File: src/rtl/stopwatch_pkg.sv
// stopwatch_pkg: shared state/mode encodings and BCD preset helpers
// for the stopwatch run/pause/clear sequencer.
package stopwatch_pkg;

  typedef enum logic [1:0] {
    ST_IDLE  = 2'd0,
    ST_RUN   = 2'd1,
    ST_PAUSE = 2'd2,
    ST_DONE  = 2'd3
  } state_t;

  typedef enum logic [1:0] {
    MODE_UP_ZERO   = 2'b00,
    MODE_UP_PRESET = 2'b01,
    MODE_DN_MAX    = 2'b10,
    MODE_DN_PRESET = 2'b11
  } mode_t;

  localparam logic [3:0]  BCD_MAX    = 4'd9;
  localparam logic [15:0] PRESET_MAX = 16'h9999;

  function automatic logic [3:0] bcd_clamp(
    input logic [3:0] x
  );
    return (x > BCD_MAX) ? BCD_MAX : x;
  endfunction

  function automatic logic [15:0] preset_val(
    input logic [1:0] mode,
    input logic [7:0] load
  );
    case (mode_t'(mode))
      MODE_UP_ZERO: return 16'h0000;
      MODE_DN_MAX:  return PRESET_MAX;
      default:
        return {bcd_clamp(load[7:4]),
                bcd_clamp(load[3:0]),
                8'h00};
    endcase
  endfunction

endpackage

File: src/rtl/stopwatch_ctrl_if.sv
// stopwatch_ctrl_if: control bus to the BCD counter datapath.
// master drives cnt_en/cnt_dir/cnt_ld/ld_val; slave returns at_max/at_zero.
interface stopwatch_ctrl_if;
  logic        cnt_en;
  logic        cnt_dir;
  logic        cnt_ld;
  logic [15:0] ld_val;
  logic        at_max;
  logic        at_zero;

  modport master (
    output cnt_en, cnt_dir, cnt_ld, ld_val,
    input  at_max, at_zero
  );

  modport slave (
    input  cnt_en, cnt_dir, cnt_ld, ld_val,
    output at_max, at_zero
  );
endinterface

File: src/rtl/btn_debounce.sv
// btn_debounce: 2-flop sync, stable-level debounce, rise pulse.
// Ports: clk, reset_n, btn (raw async), pulse (one clk on accepted 0->1).
module btn_debounce #(
  parameter int DEBOUNCE_CYCLES = 250000,
  parameter int CNT_W = 18
) (
  input  logic clk,
  input  logic reset_n,
  input  logic btn,
  output logic pulse
);

  localparam logic [CNT_W-1:0] CNT_LAST =
    CNT_W'(DEBOUNCE_CYCLES - 1);

  logic             s1;
  logic             s2;
  logic             lvl;
  logic             lvl_d;
  logic [CNT_W-1:0] cnt;

  always_ff @(posedge clk or negedge reset_n) begin
    if (!reset_n) begin
      s1    <= 1'b0;
      s2    <= 1'b0;
      lvl   <= 1'b0;
      lvl_d <= 1'b0;
      pulse <= 1'b0;
      cnt   <= '0;
    end else begin
      s1    <= btn;
      s2    <= s1;
      lvl_d <= lvl;
      pulse <= lvl & ~lvl_d;
      // any return to the accepted level restarts the window
      if (s2 == lvl) begin
        cnt <= '0;
      end else if (cnt == CNT_LAST) begin
        cnt <= '0;
        lvl <= s2;
      end else begin
        cnt <= cnt + 1'b1;
      end
    end
  end

endmodule

File: src/rtl/stopwatch_ctrl.sv
// stopwatch_ctrl: run/pause/clear sequencer; clk, reset_n, tick, buttons,
// mode/load in; running/done out; cnt_if counter bus. Option: STOPWATCH_LAP_EN.
module stopwatch_ctrl
  import stopwatch_pkg::*;
#(
  parameter int DEBOUNCE_CYCLES = 250000,
  parameter int CNT_W = 18
) (
  input  logic       clk,
  input  logic       reset_n,
  input  logic       tick,
  input  logic       start_btn,
  input  logic       clear_btn,
  input  logic [1:0] mode,
  input  logic [7:0] load,
  output logic       running,
  output logic       done,
`ifdef STOPWATCH_LAP_EN
  input  logic       lap_btn,
  output logic       disp_hold,
`endif
  stopwatch_ctrl_if.master cnt_if
);

  logic        start_p;
  logic        clr_p;
  state_t      state;
  state_t      st_b;
  state_t      nxt;
  logic        dir_q;
  logic        dir_b;
  logic        en_n;
  logic        en_q;
  logic        ld_q;
  logic [15:0] ldv_q;

  btn_debounce #(
    .DEBOUNCE_CYCLES(DEBOUNCE_CYCLES),
    .CNT_W(CNT_W)
  ) u_start (
    .clk(clk), .reset_n(reset_n),
    .btn(start_btn), .pulse(start_p)
  );

  btn_debounce #(
    .DEBOUNCE_CYCLES(DEBOUNCE_CYCLES),
    .CNT_W(CNT_W)
  ) u_clear (
    .clk(clk), .reset_n(reset_n),
    .btn(clear_btn), .pulse(clr_p)
  );

  // button events resolve first; a tick in the
  // same clk is then judged under the new state
  always_comb begin
    st_b  = state;
    dir_b = dir_q;
    nxt   = state;
    en_n  = 1'b0;
    if (clr_p) begin
      st_b = ST_IDLE;
    end else if (start_p) begin
      unique case (state)
        ST_IDLE: begin
          st_b  = ST_RUN;
          dir_b = mode[1];
        end
        ST_RUN:   st_b = ST_PAUSE;
        ST_PAUSE: st_b = ST_RUN;
        ST_DONE:  st_b = ST_DONE;
      endcase
    end
    nxt = st_b;
    if (st_b == ST_RUN && tick) begin
      if (dir_b ? cnt_if.at_zero : cnt_if.at_max)
        nxt = ST_DONE;
      else
        en_n = 1'b1;
    end
  end

  always_ff @(posedge clk or negedge reset_n) begin
    if (!reset_n) begin
      state   <= ST_IDLE;
      dir_q   <= 1'b0;
      en_q    <= 1'b0;
      ld_q    <= 1'b0;
      ldv_q   <= '0;
      running <= 1'b0;
      done    <= 1'b0;
    end else begin
      state   <= nxt;
      dir_q   <= dir_b;
      en_q    <= en_n;
      ld_q    <= (nxt == ST_IDLE);
      running <= (nxt == ST_RUN);
      done    <= (nxt == ST_DONE);
      if (nxt == ST_IDLE)
        ldv_q <= preset_val(mode, load);
    end
  end

  assign cnt_if.cnt_en  = en_q;
  assign cnt_if.cnt_dir = dir_q;
  assign cnt_if.cnt_ld  = ld_q;
  assign cnt_if.ld_val  = ldv_q;

`ifdef STOPWATCH_LAP_EN
  logic lap_p;

  btn_debounce #(
    .DEBOUNCE_CYCLES(DEBOUNCE_CYCLES),
    .CNT_W(CNT_W)
  ) u_lap (
    .clk(clk), .reset_n(reset_n),
    .btn(lap_btn), .pulse(lap_p)
  );

  always_ff @(posedge clk or negedge reset_n) begin
    if (!reset_n)
      disp_hold <= 1'b0;
    else if (nxt == ST_IDLE || nxt == ST_DONE)
      disp_hold <= 1'b0;
    else if (state == ST_RUN && lap_p)
      disp_hold <= ~disp_hold;
  end
`endif

endmodule

File: src/flat_wrapper.sv
// flat-port wrapper written by rule: the top's interface ports become plain ports
module stopwatch_ctrl_flat import stopwatch_pkg::*;
#(
  parameter int DEBOUNCE_CYCLES = 250000,
  parameter int CNT_W = 18
)
  (clk, reset_n, tick, start_btn, clear_btn, mode, load, running, done, cnt_if_cnt_en, cnt_if_cnt_dir, cnt_if_cnt_ld, cnt_if_ld_val, cnt_if_at_max, cnt_if_at_zero);
  stopwatch_ctrl_if cnt_if_i ();
  input  logic clk;
  input  logic reset_n;
  input  logic tick;
  input  logic start_btn;
  input  logic clear_btn;
  input  logic [1:0] mode;
  input  logic [7:0] load;
  output logic running;
  output logic done;
  output wire logic [$bits(cnt_if_i.cnt_en)-1:0] cnt_if_cnt_en;
  output wire logic [$bits(cnt_if_i.cnt_dir)-1:0] cnt_if_cnt_dir;
  output wire logic [$bits(cnt_if_i.cnt_ld)-1:0] cnt_if_cnt_ld;
  output wire logic [$bits(cnt_if_i.ld_val)-1:0] cnt_if_ld_val;
  input wire logic [$bits(cnt_if_i.at_max)-1:0] cnt_if_at_max;
  input wire logic [$bits(cnt_if_i.at_zero)-1:0] cnt_if_at_zero;
  assign cnt_if_cnt_en = cnt_if_i.cnt_en;
  assign cnt_if_cnt_dir = cnt_if_i.cnt_dir;
  assign cnt_if_cnt_ld = cnt_if_i.cnt_ld;
  assign cnt_if_ld_val = cnt_if_i.ld_val;
  assign cnt_if_i.at_max = cnt_if_at_max;
  assign cnt_if_i.at_zero = cnt_if_at_zero;
  stopwatch_ctrl #(.DEBOUNCE_CYCLES(DEBOUNCE_CYCLES), .CNT_W(CNT_W)) u_core (.clk(clk), .reset_n(reset_n), .tick(tick), .start_btn(start_btn), .clear_btn(clear_btn), .mode(mode), .load(load), .running(running), .done(done), .cnt_if(cnt_if_i));
endmodule
File: config.mk
export PLATFORM = sky130hd
export DESIGN_NAME = stopwatch_ctrl_flat
export DESIGN_NICKNAME = d
export VERILOG_FILES = /design/src/rtl/stopwatch_pkg.sv /design/src/rtl/stopwatch_ctrl_if.sv /design/src/rtl/btn_debounce.sv /design/src/rtl/stopwatch_ctrl.sv /design/src/flat_wrapper.sv
export SDC_FILE = /design/constraint.sdc
export NUM_CORES = 1
export LEC_CHECK = 0
export ABC_CLOCK_PERIOD_IN_PS = 4019
export BUFFER_PORTS_ARGS = -buffer_cell sky130_fd_sc_hd__buf_4
export CORE_ASPECT_RATIO = 0.9
export CORE_MARGIN = 2
export CORE_UTILIZATION = 45
export CTS_CLUSTER_DIAMETER = 30
export DETAILED_ROUTE_END_ITERATION = 10
export PLACE_DENSITY = 0.63
export SLEW_MARGIN = 0
export SYNTH_ARGS = -nofsm -noshare
export SYNTH_HDL_FRONTEND = slang
export SYNTH_SLANG_ARGS = --single-unit
File: constraint.sdc
create_clock -name clk -period 4.02 [get_ports clk]
set_input_delay 0.603 -clock clk [delete_from_list [all_inputs] [get_ports clk]]
set_output_delay 0.603 -clock clk [all_outputs]
set_load 0.01 [all_outputs]
Word-level counts from Yosys, hierarchy flattened:

Index checks and enable logic that the tools add are counted.

* memory bits (read-only): 0
* output and inout port bits: 21
* bits in writable memories: 0
* bits in latches: 0
* memories kept: 0
* flip-flop bits (word level): 69
* input port bits: 17
* word-level logic and storage cells: 65

* divide/modulo/power cells: 0
* multiply operators: 0
* $add $sub $neg: 2
* mux-type cells: 18
* reduce and logical (&&, ||, !) cells: 7
* shift operators: 0
* bitwise gates (word level): 6
* equality and inequality tests: 11
* $lt $le $gt $ge: 2

Operators with widths (count)
* 2-to-1 mux 18 bit: 4
* adder 18 x 1 -> 18 bit, second input constant: 2
* equality test 18 bit, second input constant: 2
* one-hot mux 16 bit (2 select lines): 1
* equality test 2 bit, second input constant: 4
* greater-than comparator 4 bit, second input constant: 2
* 2-to-1 mux 2 bit: 4
* 2-to-1 mux 4 bit: 2
* equality test 2 x 1 -> 1 bit, second input constant: 3
* zero test 2 bit: 3
* 2-to-1 mux 1 bit: 6
* one-hot mux 2 bit (3 select lines): 1
* NOT 1 bit: 4
* AND reduction 2 bit: 2
* bitwise AND 1 bit: 2
* equality test 1 bit: 2
* OR reduction 2 bit: 1
* logical AND 1 bit: 1

Logic depth before layout (Yosys ltp):

Gate-level depths: netlist (run 1).

* word-level depth: 9
* gate-level depth with buffers: 6
* gate-level depth less buffers: 5

Modules after synthesis:

From an unflattened synthesis (run 1), not the netlist that was laid out.

* cells, all modules: 286
* area, all modules: 2989.1 um^2

By module, submodules not included
* btn_debounce: instances 2, sequential area each 575.6 um^2, cells an instance 101, area each 1086.0 um^2
* stopwatch_ctrl: instances 1, sequential area each 400.4 um^2, cells an instance 84, area each 817.0 um^2

Least setup slack after synthesis (run 1):

No wires, ideal clock.

* path kind: register to register
* start point: register u_core.u_start.cnt[0]
* end point: register u_core.u_start.cnt[16]
* data required time: 3.864 ns
* path buffers: 0
* clock period less this slack: 1.824 ns
* stages on the path, launching flop included: 6
* path slack: 2.196 ns
* library setup time: 0.156 ns
* arrival: 1.668 ns
* cells stage by stage: dfrtp_1 ha_1 nand3_1 or4_2 o31ai_1 a21oi_1

* word-level cells in the longest chain between the ends: 3
* elaborated cells on any way between the ends: 4
* classes of those cells: 1 x add/sub; 1 x eq/ne; 2 x mux

RTL lines
* start: declaration: line btn_debounce.sv:20 `logic [CNT_W-1:0] cnt;`
* start signal: assignment: line btn_debounce.sv:42 `cnt <= cnt + 1'b1;`
* adder 18 x 1 -> 18 bit / equality test 18 bit (equally long branches): line btn_debounce.sv:42, btn_debounce.sv:38
* 2-to-1 mux 18 bit *: line btn_debounce.sv:38 `end else if (cnt == CNT_LAST) begin`
* 2-to-1 mux 18 bit *: line btn_debounce.sv:36 `if (s2 == lvl) begin`

Mark *: on every way between the ends. The rest lies on a longest branch, timed or not.
A chain may end at the register's enable or synchronous reset.

Worst setup path in the final report (run 1):

* start point: register u_core.u_start.cnt[0]
* end point: register u_core.u_start.cnt[12]

The elaborated chain is that of the path after synthesis.

==> flow_metrics.py, run 1 <==
metrics = {
    "die": {
        "die_h_um": 80.1,
        "coreArea_um2": 6180,
        "fp.dieArea_um2": 7090,
        "ios": 38,
        "initial_core_util_pct": 46.8,
        "rows": 27,
        "die_w_um": 88.5,
    },
    "clocking": {
        "cts_max_path_buffers": 2,
        "clkLatencyLatePin_ps": 340,
        "cts_tree": "yes",
        "cts_buffers": 9,
        "hold_buffers": 0,
        "cts_num_sinks": 62,
        "cts-root-buf": "clkbuf_8",
        "h-tree-depth": 3,
        "clk_pin_slew_ps": 70,
        "post-cts-setup-buffer-count": 0,
        "cts-resized-gates": 0,
    },
    "worst_hold_path": {
        "min_path_type": "in2async",
    },
    "routing": {
        "drc_errors": 0,
        "via_per_inst": 5.14,
        "num_vias": 2134,
        "routed_wire_length_per_instance_um": 12.2,
        "drt_iter0_markers": 75,
        "drt-total-wl_mm": 5.06,
        "ant_nets": 0,
        "drtPass1Iterations": 4,
    },
    "sta": {
        "hold_viol": 0,
        "grt_setup_unrepaired": "false",
        "worst_pin_slew_ps": 959,
        "fmaxAchievable_mhz": 482,
        "fin_crit_ps": 2080,
        "fin_tns_setup_ps": 0,
        "relSlewSlack_pct": 35.9,
        "drv_slew": 0,
        "setup_violations": 0,
        "min_period_over_period_pct": 51.6,
        "skew_ps": 7.49,
    },
    "setup_path": {
        "critPathSlowestCell": "o41ai_4",
        "cp.arrival_ps": 2250,
        "ff2ff_path_depth": 4,
        "max_stage_delay_ps": 960,
        "r2r_start": "u_core.u_start.cnt[0]",
        "r2r_slack_ps": 1940,
        "endpoint_kind": "register",
        "crit_path_start_kind": "register",
        "path_class": "reg2reg",
        "worstReg2RegEnd": "u_core.u_start.cnt[12]",
        "crit_chain": "ha_1 > nand3_1 > o41ai_4 > nor2_1",
        "cp_max_fo": 18,
        "cp_data_required_time_ps": 4200,
    },
    "placement": {
        "hpwlAfterDp_mm": 3.50,
        "dp.cells": 401,
        "portBuffers": 33,
        "gp_congestion": 0.760,
    },
    "final_layout": {
        "final_cell_mix": "dfrtp_1, nor2_1, buf_4",
        "nFillCells": 569,
        "drive_gt1_share_pct": 17.1,
        "regArea_um2": 1550,
        "fin_cells": 415,
        "synthToLayoutAreaGrowth_pct": 16.6,
        "layout_commonest_cell": "dfrtp_1",
        "diodes": 0,
        "multi_input_area_um2": 1250,
        "nets": 344,
    },
    "power_and_ir_drop": {
        "p_leak_nw": 1.47,
        "pwr_density_cell_nw_per_um2": 360,
        "peakVddDrop_mv": 0.209,
    },
    "synthesis": {
        "ys.flop_type": "dfrtp_1",
        "netlist.area_leader.share_pct": 53.6,
        "synth_edf_count": 0,
        "seq_area_frac_synth_pct": 53.6,
        "yosysTopAreaCell": "dfrtp_1",
        "synth_area_leaders": "dfrtp_1, nor2_1, xnor2_1",
        "syn_inst": 289,
        "ys_warn_count": 0,
        "ys_seq_elements": 62,
        "syn_avg_cell_area_um2": 10.0,
        "synth_async_sr_flop_share_pct": 100,
        "synth_cell_type_count": 37,
        "synth.cell_area_um2": 2890,
    },
    "grt": {
        "grt_first_pass_wirelength_mm": 9.25,
        "grtUsageTotal_pct": 17.0,
        "antenna_found_initial": 0,
        "grt_pass1_vias": 2041,
        "overflow": 0,
        "grt_max_degree": 63,
    },
    "run": {
        "cap_violations": 0,
    },
    "status": {
        "status": "completed",
    },
}
-- per-stage QoR --
step | total power [mW] | worst slack, ps | util [%] | area, um^2 | hold slack, ps
final | 1.22 | 1940 | 54.6 | 3370 | 324
after global routing | 1.28 | 1720 | 54.6 | 3370 | 351
after CTS | 1.24 | 1910 | 54.6 | 3370 | 349
after detailed placement | 0.728 | 1900 | 51.8 | 3200 | 335
after global placement | 0.727 | 2030 | 51.8 | 3200 | 332
after floorplan | 0.689 | 2200 | - | 2900 | 307
-- cells by family (layout without fill, tap and decap cells) --
logic type / Yosys count / count (layout) / share of synthesized area (%)
and+or+nand+nor: 133 / 133 / 24.5
other: 1 / 4 / 0.130
muxes: 5 / 5 / 1.90
DFF: 62 / 62 / 53.6
adders and majority gates: 2 / 2 / 0.865
AOI/OAI and AO/OA: 40 / 40 / 7.61
xor gates and xnor gates: 25 / 25 / 7.57
buffers and inverters: 21 / 57 / 3.81
-- power breakdown --
group,internal [mW],switching [mW],total [mW],leakage (nW)
registers,0.636,0.00874,0.645,0.834
clock network,0.279,0.222,0.501,0.0863
logic,0.0300,0.0395,0.0694,0.546
total,0.945,0.270,1.22,1.47
-- worst max path at each step --
stage               slack, ps                     end                  start  cells past startpoint
global placement         2030  u_core.u_start.cnt[12]  u_core.u_start.cnt[0]                      4
detailed placement       1900  u_core.u_start.cnt[12]  u_core.u_start.cnt[0]                      4
CTS                      1910  u_core.u_start.cnt[12]  u_core.u_start.cnt[0]                      4
floorplan                2200  u_core.u_start.cnt[16]  u_core.u_start.cnt[0]                      5
global route             1720   u_core.u_start.cnt[2]  u_core.u_start.cnt[0]                      4
finish                   1940  u_core.u_start.cnt[12]  u_core.u_start.cnt[0]                      4
-- routing by layer --
| layer | vias up | global-route usage, % | routed length [um] |
|---|---|---|---|
| met5 | - | 0 | 0 |
| met4 | 0 | 8.18 | 95 |
| met3 | 10 | 5.45 | 275 |
| met2 | 41 | 24.4 | 2100 |
| met1 | 1014 | 23.3 | 2590 |
| li1 | 1069 | - | - |
-- sequential cells by signal, indices dropped and copies added, names as in the netlist, 2 cells and up --
signal                count
u_core.u_clear.cnt       18
u_core.u_start.cnt       18
u_core.state              2
u_core.cnt_if.ld_val      9
-- critical path: cells and delay by family (launching register included) --
| kind | cells | cell delay (ps) |
|---|---|---|
| fa+ha+maj | 1 | 220 |
| simple gates | 2 | 340 |
| compound gates | 1 | 960 |
| flops | 1 | 390 |
-- final cells by class --
class                           count  share of cell area (%)
Clock inverter                      2                    1.04
Multi-Input combinational cell    209                    37.2
Tap cell                           87                    3.23
Clock buffer                       12                    4.01
Inverter                            9                    1.00
Timing Repair Buffer               34                    7.57
Sequential cell                    62                    46.0
-- synthesized netlist by cell type (6+ instances only) --
| master | count |
|---|---|
| buf_4 | 8 |
| dfrtp_1 | 62 |
| nor2b_1 | 6 |
| nand2_1 | 22 |
| o21ai_0 | 19 |
| nor4_1 | 6 |
| xnor2_1 | 15 |
| nor3_1 | 7 |
| or3_1 | 6 |
| xor2_1 | 10 |
| nand3_1 | 10 |
| inv_1 | 9 |
| nand4_1 | 10 |
| a21oi_1 | 15 |
| nor2_1 | 37 |
| and3_1 | 8 |
| nand3b_1 | 9 |
(Power assumes the default switching activity.)
==> inputs of run 2 (changes only) <==
ABC_CLOCK_PERIOD_IN_PS = 2200   (was 4019)
clock period = 2.2 ns   (was 4.02 ns; I/O delays follow)
==> run 2 against run 1 <==
Against the previous run: register-to-register slack lost 1700 ps; combinational power is 89% higher; clock power up 100%; power is 90% higher; largest cell class unchanged; highest routed layer unchanged.
==> flow_metrics.py, run 2 (synthesized netlist as in run 1, its figures left out) <==
metrics = {
    "routing": {
        "routed_wire_length_per_instance_um": 12.5,
        "drc_errors": 0,
        "drtPass1Iterations": 5,
        "num_vias": 2147,
        "drt_iter0_markers": 89,
        "drt-total-wl_mm": 5.29,
        "via_per_inst": 5.09,
        "ant_nets": 0,
    },
    "die": {
        "coreArea_um2": 6180,
        "ios": 38,
        "die_h_um": 80.1,
        "rows": 27,
        "fp.dieArea_um2": 7090,
        "initial_core_util_pct": 46.8,
        "die_w_um": 88.5,
    },
    "power_and_ir_drop": {
        "peakVddDrop_mv": 0.509,
        "combPwrFrac_pct": 5.6,
        "pwr_density_cell_nw_per_um2": 675,
        "p_leak_nw": 1.49,
        "p_sw_mw": 0.516,
        "p_int_mw": 1.80,
        "seqPwrFrac_pct": 50.9,
        "power_frac_clock_pct": 43.4,
        "swShare_pct": 22.3,
    },
    "final_layout": {
        "drive_gt1_share_pct": 19.4,
        "synthToLayoutAreaGrowth_pct": 18.6,
        "final_cell_mix": "dfrtp_1, buf_4, nor2_1",
        "nets": 349,
        "diodes": 0,
        "utilization_pct": 55.5,
        "regArea_um2": 1550,
        "multi_input_area_um2": 1240,
        "layout_commonest_cell": "dfrtp_1",
        "nFillCells": 555,
        "final_area_um2": 3430,
    },
    "clocking": {
        "cts_buffers": 9,
        "cts_tree": "yes",
        "h-tree-depth": 3,
        "cts-resized-gates": 0,
        "cts_max_path_buffers": 2,
        "post-cts-setup-buffer-count": 0,
        "clk_pin_slew_ps": 70,
        "cts-root-buf": "clkbuf_8",
        "clkLatencyLatePin_ps": 340,
        "cts_num_sinks": 62,
        "hold_buffers": 0,
    },
    "setup_path": {
        "cp_max_fo": 5,
        "cp.arrival_ps": 2140,
        "crit_path_start_kind": "register",
        "r2r_slack_ps": 290,
        "path_class": "reg2reg",
        "critical_path_buf_inv_count": 0,
        "cp_data_required_time_ps": 2430,
        "critPathSlowestCell": "or4_2",
        "worstReg2RegEnd": "u_core.u_start.cnt[16]",
        "crit_path_start": "u_core.u_start.cnt[0]",
        "r2r_start": "u_core.u_start.cnt[0]",
        "crit_family": "simple AND/OR/NAND/NOR gates",
        "endpoint_kind": "register",
        "max_stage_delay_ps": 710,
        "crit_chain": "ha_1 > nand3_1 > or4_2 > o31ai_1 > a21oi_1",
        "ff2ff_path_depth": 5,
    },
    "grt": {
        "overflow": 0,
        "grtUsageTotal_pct": 16.7,
        "grt_first_pass_wirelength_mm": 8.86,
        "grt-busiest-layer": "met2",
        "met2_usage_pct": 24.3,
        "use_met3_pct": 6.68,
        "grt_max_degree": 63,
        "grt_pass1_vias": 1962,
        "antenna_found_initial": 0,
        "met1_usage_pct": 22.3,
    },
    "sta": {
        "relSlewSlack_pct": 49.4,
        "grt_setup_unrepaired": "false",
        "whs_ps": 56.4,
        "setup_violations": 0,
        "fin_tns_setup_ps": 0,
        "fin_crit_ps": 1910,
        "skew_ps": 10.1,
        "fin_ws_ps": 287,
        "min_period_over_period_pct": 87.0,
        "hold_viol": 0,
        "worst_pin_slew_ps": 759,
        "fmaxAchievable_mhz": 523,
        "drv_slew": 0,
    },
    "placement": {
        "placed_area_um2": 3230,
        "dp_worst_setup_slack_ps": 296,
        "portBuffers": 33,
        "hpwlAfterDp_mm": 3.63,
        "gp_congestion": 0.740,
    },
    "run": {
        "cap_violations": 0,
    },
    "worst_hold_path": {
        "min_path_type": "in2async",
    },
    "status": {
        "status": "completed",
    },
}
-- run 2: how the worst max path moves through the flow --
stage / end / slack [ps] / cells after the start
finish: u_core.u_start.cnt[16] / 290 / 5
global route: u_core.done / 150 / 4
CTS: u_core.u_start.cnt[16] / 270 / 5
detailed placement: u_core.u_start.cnt[16] / 300 / 5
global placement: u_core.u_start.cnt[16] / 330 / 5
floorplan: u_core.u_start.cnt[16] / 380 / 5
-- run 2: layout make-up --
class,count,share of cell area [%]
clock buffer,12,4.52
clock inverter,4,1.31
inverter,9,0.985
multi-input combinational,209,36.2
sequential,62,45.2
tap,87,3.17
timing repair buffer,39,8.54
-- run 2: worst register-to-register path: stages (launching register included) --
cell and delay (ps):
dfrtp_1 390, ha_1 220, nand3_1 190, or4_2 710
o31ai_1 210, a21oi_1 90
-- run 2: routing by layer --
layer  wire length (um)  share of wire, %  vias to the layer above
met5                  0                 0                        -
met4                 55               1.0                        0
met3                299               5.7                        6
met2               2300                43                       48
met1               2640                50                     1011
li1                   -                 -                     1082
-- run 2: through the flow --
stage                     power (mW)  cells
after global placement          1.33    406
after CTS                       2.36    422
after floorplan                 1.26    292
final                           2.32    422
after detailed placement        1.33    406
after global routing            2.43    422
-- run 2: power groups by stage --
stage | clock network (mW) | logic, mW | registers [mW]
3_5_place_dp | 0 | 0.133 | 1.20
5_1_grt | 1.10 | 0.150 | 1.18
4_1_cts | 1.05 | 0.135 | 1.18
3_3_place_gp | 0 | 0.131 | 1.20
2_1_floorplan | 0 | 0.0561 | 1.20
6_report | 1.01 | 0.131 | 1.18
==> inputs of run 3 (changes only) <==
CORE_UTILIZATION = 32   (was 45)
PLACE_DENSITY = not set   (was 0.63)
SKIP_LAST_GASP = 1   (was not set)
==> run 3 against run 2 <==
Against the previous run: global-route usage fell by 4.8 points; clock-buffer cell count unchanged; die area increased by 39%; critical path depth did not move.
==> flow_metrics.py, run 3 (synthesized netlist as in run 1, its figures left out) <==
metrics = {
    "grt": {
        "grtUsageTotal_pct": 11.9,
        "use_met3_pct": 5.06,
        "grt_pass1_vias": 2055,
        "met1_usage_pct": 16.2,
        "grt-busiest-layer": "met2",
        "overflow": 0,
        "met2_usage_pct": 16.9,
        "antenna_found_initial": 0,
        "grt_max_degree": 63,
        "grt_first_pass_wirelength_mm": 9.42,
    },
    "clocking": {
        "cts-resized-gates": 0,
        "cts_num_sinks": 62,
        "cts-root-buf": "clkbuf_8",
        "cts_tree": "yes",
        "clkLatencyLatePin_ps": 340,
        "cts_buffers": 9,
        "clk_pin_slew_ps": 70,
        "h-tree-depth": 3,
        "hold_buffers": 0,
        "cts_max_path_buffers": 2,
        "post-cts-setup-buffer-count": 0,
    },
    "worst_hold_path": {
        "min_path_type": "in2async",
    },
    "die": {
        "fp.dieArea_um2": 9820,
        "ios": 38,
        "die_w_um": 104,
        "coreArea_um2": 8690,
        "rows": 32,
        "initial_core_util_pct": 33.3,
        "die_h_um": 94.2,
    },
    "sta": {
        "grt_setup_unrepaired": "false",
        "skew_ps": 12.5,
        "hold_viol": 0,
        "setup_violations": 0,
        "fmaxAchievable_mhz": 516,
        "fin_crit_ps": 1940,
        "fin_tns_setup_ps": 0,
        "relSlewSlack_pct": 37.7,
        "whs_ps": 76.3,
        "drv_slew": 0,
        "min_period_over_period_pct": 88.1,
        "worst_pin_slew_ps": 931,
    },
    "setup_path": {
        "path_class": "reg2reg",
        "crit_chain": "ha_1 > nand3_1 > or4_2 > o31ai_1 > a21oi_1",
        "cp_max_fo": 5,
        "max_stage_delay_ps": 710,
        "cp_data_required_time_ps": 2410,
        "crit_path_start_kind": "register",
        "endpoint_kind": "register",
        "cp.arrival_ps": 2150,
        "critPathSlowestCell": "or4_2",
    },
    "run": {
        "cap_violations": 0,
    },
    "routing": {
        "drc_errors": 0,
        "drtPass1Iterations": 4,
        "routed_wire_length_per_instance_um": 11.8,
        "drt-total-wl_mm": 5.33,
        "ant_nets": 0,
        "via_per_inst": 4.77,
        "drt_iter0_markers": 150,
        "num_vias": 2155,
    },
    "power_and_ir_drop": {
        "peakVddDrop_mv": 0.365,
        "p_leak_nw": 1.49,
        "power.total_mw": 2.40,
        "pwr_density_cell_nw_per_um2": 692,
    },
    "final_layout": {
        "final_cell_mix": "dfrtp_1, nor2_1, buf_4",
        "layout_commonest_cell": "dfrtp_1",
        "drive_gt1_share_pct": 18.6,
        "final_area_um2": 3470,
        "nets": 347,
        "synthToLayoutAreaGrowth_pct": 19.9,
        "diodes": 0,
    },
    "placement": {
        "portBuffers": 33,
        "gp_congestion": 0.833,
        "placed_area_um2": 3250,
        "hpwlAfterDp_mm": 3.62,
    },
    "status": {
        "status": "completed",
    },
}
-- run 3: cell count changes in the layout (fill, tap and decap cells not counted), sizes merged --
cell and delta:
bufinv +1, clkinv -1, buf -2
-- run 3: metrics by stage --
step           utilization, %  setup WS [ps]  cells
6_report                 39.9            261    452
5_1_grt                  39.9           88.6    452
4_1_cts                  39.9            270    452
3_5_place_dp             37.5            268    436
3_3_place_gp             37.5            333    436
2_1_floorplan               -            376    292
-- run 3: worst paths after layout --
kind                                        from                      to  slack (ps)  depth (start not counted)
max reg2reg                u_core.u_start.cnt[0]  u_core.u_start.cnt[16]         260                          5
max in group asynchronous                reset_n    u_core.u_start.pulse        1620                          1
min                                      reset_n   u_core.u_start.cnt[4]          80                          1
min in group clk                       clear_btn       u_core.u_clear.s1         100                          1
min reg2reg                    u_core.u_start.s1       u_core.u_start.s2         350                          0
max                        u_core.u_start.cnt[0]  u_core.u_start.cnt[16]         260                          5
-- run 3: area by class of cell --
cell class,instances,area (um^2)
clock buffer,12,145
clock inverter,4,70.1
fill,871,5220
inverter,9,33.8
multi-input combinational,209,1240
sequential,62,1550
tap,119,149
timing repair buffer,37,278
-- run 3: worst max-delay path: cells and delay by family (launching register included) --
kind,cells,cell delay [ps]
adder cells (fa/ha/maj),1,220
AND/OR/NAND/NOR,2,890
AO/OA/AOI/OAI,2,320
flip-flops,1,390
-- run 3: layer usage --
metal  up-vias  wire length (um)
met5         -                 0
li1       1073                 -
met1      1022              2700
met2        54              2260
met3         6               313
met4         0                56
-- run 3: where the power goes --
| group | switching (mW) | internal, mW | leakage (nW) |
|---|---|---|---|
| Sequential | 0.0161 | 1.16 | 0.834 |
| Clock | 0.427 | 0.666 | 0.110 |
| Combinational | 0.0727 | 0.0571 | 0.545 |
| Total | 0.516 | 1.89 | 1.49 |
